==> src/rtl/in_line_reorder.sv <==
// rtl/in_line_reorder.sv - line buffer that re-emits interleaved low/high-pass samples as all evens then all odds
module in_line_reorder #(
  parameter int DataWidth   = 8,
  parameter int MaxLineSize = 8,
  parameter int DoubleBuff  = 1
) (
  input  logic                 clk,
  input  logic                 rst,
  input  logic [DataWidth-1:0] in_data,
  input  logic                 in_valid,
  output logic                 in_ready,
  input  logic                 in_sof,
  input  logic                 in_eol,
  output logic [DataWidth-1:0] out_data,
  output logic                 out_valid,
  input  logic                 out_ready,
  output logic                 out_sof,
  output logic                 out_eol
);
  localparam int AW = $clog2(MaxLineSize);
  localparam int LW = $clog2(MaxLineSize + 1);

  logic [DataWidth-1:0] mem [2][MaxLineSize];
  logic [1:0]           full;
  logic [LW-1:0]        len [2];
  logic [1:0]           bank_sof;
  logic                 wsel;
  logic                 rsel;
  logic [AW-1:0]        waddr;
  logic                 line_sof;
  logic [LW-1:0]        rcnt;
  logic                 run;

  logic          in_fire;
  logic          line_done;
  logic          last_acc;
  logic          free_w;
  logic          cur_bank;
  logic          cur_full;
  logic          load;
  logic [LW-1:0] cur_cnt;
  logic [LW-1:0] cur_len;
  logic [LW-1:0] half;
  logic [AW-2:0] odd_k;
  logic [AW-1:0] raddr;

  // A bank whose last sample is being accepted counts as free this cycle, so
  // ping-pong operation never inserts a bubble on either side.
  assign last_acc  = out_valid && out_ready && out_eol;
  assign free_w    = (DoubleBuff != 0) && last_acc && (rsel == wsel);
  assign in_ready  = run && (!full[wsel] || free_w);
  assign in_fire   = in_valid && in_ready;
  assign line_done = in_fire && (in_eol || (waddr == AW'(MaxLineSize - 1)));

  assign cur_bank = ((DoubleBuff != 0) && last_acc) ? !rsel : rsel;
  assign cur_full = full[cur_bank] && !(last_acc && (cur_bank == rsel));
  assign cur_cnt  = last_acc ? '0 : rcnt;
  assign cur_len  = len[cur_bank];
  assign half     = (cur_len + LW'(1)) >> 1;
  assign load     = cur_full && (cur_cnt < cur_len) && (!out_valid || out_ready);

  // Output slot k < ceil(N/2) reads index 2k, the rest read 2(k-ceil(N/2))+1.
  assign odd_k = cur_cnt[AW-2:0] - half[AW-2:0];
  assign raddr = (cur_cnt < half) ? {cur_cnt[AW-2:0], 1'b0} : {odd_k, 1'b1};

  always_ff @(posedge clk) begin
    if (in_fire) mem[wsel][waddr] <= in_data;
  end

  always_ff @(posedge clk or posedge rst) begin
    if (rst) begin
      run      <= 1'b0;
      full     <= '0;
      len[0]   <= '0;
      len[1]   <= '0;
      bank_sof <= '0;
      wsel     <= 1'b0;
      rsel     <= 1'b0;
      waddr    <= '0;
      line_sof <= 1'b0;
      rcnt     <= '0;
    end else begin
      run <= 1'b1;
      if (in_fire) begin
        if (waddr == '0) line_sof <= in_sof;
        if (line_done) begin
          waddr <= '0;
          if (DoubleBuff != 0) wsel <= !wsel;
        end else begin
          waddr <= waddr + AW'(1);
        end
      end
      // Clear before set: a bank freed and refilled on the same edge ends up full.
      if (last_acc) begin
        full[rsel] <= 1'b0;
        rsel       <= cur_bank;
        rcnt       <= '0;
      end
      if (line_done) begin
        full[wsel]     <= 1'b1;
        len[wsel]      <= LW'(waddr) + LW'(1);
        bank_sof[wsel] <= (waddr == '0) ? in_sof : line_sof;
      end
      if (load) rcnt <= cur_cnt + LW'(1);
    end
  end

  always_ff @(posedge clk or posedge rst) begin
    if (rst) begin
      out_valid <= 1'b0;
      out_data  <= '0;
      out_sof   <= 1'b0;
      out_eol   <= 1'b0;
    end else if (load) begin
      out_valid <= 1'b1;
      out_data  <= mem[cur_bank][raddr];
      out_sof   <= bank_sof[cur_bank] && (cur_cnt == '0);
      out_eol   <= (cur_cnt == cur_len - LW'(1));
    end else if (out_ready) begin
      out_valid <= 1'b0;
      out_sof   <= 1'b0;
      out_eol   <= 1'b0;
    end
  end
endmodule

==> config.mk <==
export PLATFORM = sky130hd
export DESIGN_NAME = in_line_reorder
export DESIGN_NICKNAME = d
export VERILOG_FILES = /design/src/rtl/in_line_reorder.sv
export SDC_FILE = /design/constraint.sdc
export NUM_CORES = 1
export LEC_CHECK = 0
export ABC_AREA = 0
export BUFFER_PORTS_ARGS = -buffer_cell sky130_fd_sc_hd__buf_2
export CORE_MARGIN = 5
export CORE_UTILIZATION = 42
export DETAILED_ROUTE_END_ITERATION = 10
export GPL_TIMING_DRIVEN = 0
export PLACE_DENSITY = 0.57
export SLEW_MARGIN = 15
export SYNTH_ARGS = -nofsm -noshare
export SYNTH_HDL_FRONTEND = slang
export SYNTH_SLANG_ARGS = --single-unit
==> constraint.sdc <==
create_clock -name clk -period 5.8 [get_ports clk]
set_clock_uncertainty 0.05 [all_clocks]
set_input_delay 0.58 -clock clk [delete_from_list [all_inputs] [get_ports clk]]
set_output_delay 0.58 -clock clk [all_outputs]
set_load 0.03 [all_outputs]
==> flow_summary.ini <==
[run_status]
status = finished, final reports clean

[sta]
slew_headroom_pct = 27.4
hold_viol_final = 0
slew_viol_final = 0
fin_crit_sh_pct = 86.7
setup_viol = 0
fmax_mhz = 199
rsz0062_at_grt = false
min_period_ns = 5.03
tightestPinTransition_ns = 1.08
setup-tns-final_ns = 0

[drt]
ant_nets = 0
drt-total-wl_um = 19300
vias = 4968
routedWlPerCell_um = 22.6
drt_iter0_markers = 515
drc = 0
vias_per_cell = 5.81
dr.pass1.iters = 7

[die]
core_um2 = 17200
ios = 26
start_util_pct = 42.7
fp.dieW_um = 142
dieArea_um2 = 20300
die_h_um = 142
num_rows = 48

[cts]
cts_max_level = 4
cts_resized = 0
post_cts_buffers = 0
cts.clk_slew.worst_paths_ns = 0.07
ctsLongestPathBuffers = 2
cts_inserted_buffers = 17
cts_tree = built
cts_root_buffer = clkbuf_16
clk_latency_ns = 0.43
cts_sinks = 162

[global_routing]
overflow = 0
grt_max_degree = 35
antenna_found_initial = 0
grt_pass1_wl_um = 29700
grt_use_total_pct = 19.8
grt_pass1_vias = 5009

[place]
dp_hpwl_um = 13700
place.gp.congestion = 0.854
portBuffers = 24

[critical_path]
crit_required_ns = 6.07
crit_arrival_ns = 5.30
crit_type = reg2reg
critPathMaxFanout = 19
startpoint_type = register
cp-end-kind = register

[logic_synthesis]
ys_types = 56
async_flop_share_pct = 21.0
synth_edf_count = 128
synth_top_area_share_pct = 52.2
yosysWarnings = 0
synth.area.top_cells = edfxtp_1, dfrtp_1, mux2i_1, nand2_1, nor2_1
synth_top_cell_by_area = edfxtp_1
ys_seq_elements = 162
syn-num-nets = 597
synthFlopType = edfxtp_1
synth_cells = 571
seq_area_frac_synth_pct = 63.8
synth_area_um2 = 7360
syn_area_per_cell_um2 = 12.9

[layout]
final_cell_mix = edfxtp_1, mux2i_1, nand2_1, nor2_1, dfrtp_1
layout.nets = 643
final_common_cell = edfxtp_1
drive_above_1_share_pct = 15.4
num_antenna_cells = 0
area_growth_pct = 14.2
fin_util_pct = 48.8

[worst_hold_path]
hold_class = in2async

[run]
cap_violations = 0
[cell families (layout without fill, tap and decap cells)]
logic type	Yosys count	count (layout)	synth area share, %
flops	162	162	63.8
fa+ha+maj	12	12	2.14
simple gates	165	165	10.4
xor+xnor	10	10	1.45
other cells	1	1	0.0510
buf+inv	47	106	2.75
mux	65	65	9.04
compound gates	109	109	10.4
[registers in the layout (all words and copies together) (netlist names)]
| register | cells |
|---|---|
| mem | 128 |
| len | 8 |
| out_data | 8 |
| rcnt | 4 |
| waddr | 3 |
| bank_sof | 2 |
| full | 2 |
| line_sof | 1 |
| out_eol | 1 |
| out_sof | 1 |
| out_valid | 1 |
| rsel | 1 |
| run | 1 |
| wsel | 1 |
[area by class of cell]
cell class / instances / area, um^2
Clock buffer: 17 / 425
Tap cell: 225 / 282
Clock inverter: 15 / 160
Sequential cell: 162 / 4690
Timing Repair Buffer: 28 / 150
Inverter: 14 / 53.8
Buffer: 32 / 145
Fill cell: 1483 / 8830
Multi-Input combinational cell: 362 / 2490
[synthesized netlist by cell type (4+ instances only)]
master,number
a21oi_1,17
a22oi_1,10
a31oi_1,7
a32oi_1,7
buf_1,4
buf_2,5
clkbuf_1,21
dfrtp_1,34
edfxtp_1,128
ha_1,11
inv_1,13
mux2_2,12
mux2i_1,53
nand2_1,49
nand2b_1,6
nand3_1,18
nand4_1,5
nor2_1,44
nor2b_1,6
nor3_1,17
o21ai_0,20
o22ai_1,10
o2bb2ai_1,7
o32ai_1,4
or2_2,5
xnor2_1,7
[worst paths after layout]
| kind | startpoint | to | slack (ns) | cells past startpoint |
|---|---|---|---|---|
| setup / recovery | out_eol | out_data[4] | 0.77 | 14 |
| hold / removal | rst | full[1] | 0.23 | 2 |
| setup reg to reg | out_eol | out_data[4] | 0.77 | 14 |
| hold reg to reg | len[7] | len[7] | 0.46 | 2 |
| max in group asynchronous | rst | rsel | 5.00 | 2 |
| min in group clk | in_sof | line_sof | 0.35 | 2 |
[repair_timing]
action                     4_1_cts  5_1_grt
hold buffers                     0        0
hold endpoints to repair         0        0
setup endpoints to repair        0        1
[metrics by stage]
| stage | cell area, um^2 | std cells | hold WS [ns] | setup WS (ns) |
|---|---|---|---|---|
| 6_report | 8400 | 855 | 0.227 | 0.773 |
| 5_1_grt | 8400 | 855 | 0.290 | 0.435 |
| 4_1_cts | 8410 | 856 | 0.234 | 0.381 |
| 3_5_place_dp | 7820 | 824 | 0.436 | 0.185 |
| 3_3_place_gp | 7760 | 820 | 0.415 | 0.278 |
| 2_1_floorplan | 7360 | 571 | 0.398 | 1.38 |
[worst max-delay path, stage by stage, from the launching register on]
cell and delay, ns:
dfrtp_1 0.46, and3_1 0.22, buf_6 0.14, xnor2_4 0.16, buf_6 0.25, clkinv_2 0.24, mux2i_1 0.44, xor2_1 0.20
ha_1 0.24, nor2b_1 0.18, a211oi_1 0.83, a2bb2oi_1 0.80, a31oi_1 0.11, a32o_1 0.31, mux2_2 0.26
[metal layers]
| metal | vias to the layer above | share of wire [%] | GRT usage, % | routed length (um) |
|---|---|---|---|---|
| li1 | 2265 | - | - | - |
| met1 | 2471 | 42 | 25.7 | 8030 |
| met2 | 197 | 49 | 32.2 | 9450 |
| met3 | 35 | 7.0 | 5.07 | 1350 |
| met4 | 0 | 2.5 | 7.45 | 485 |
| met5 | - | 0 | 0 | 0 |
Power is left out: the tool's default activity adds up to more than one toggle a clock period on the data nets, which glitch-free logic cannot reach.
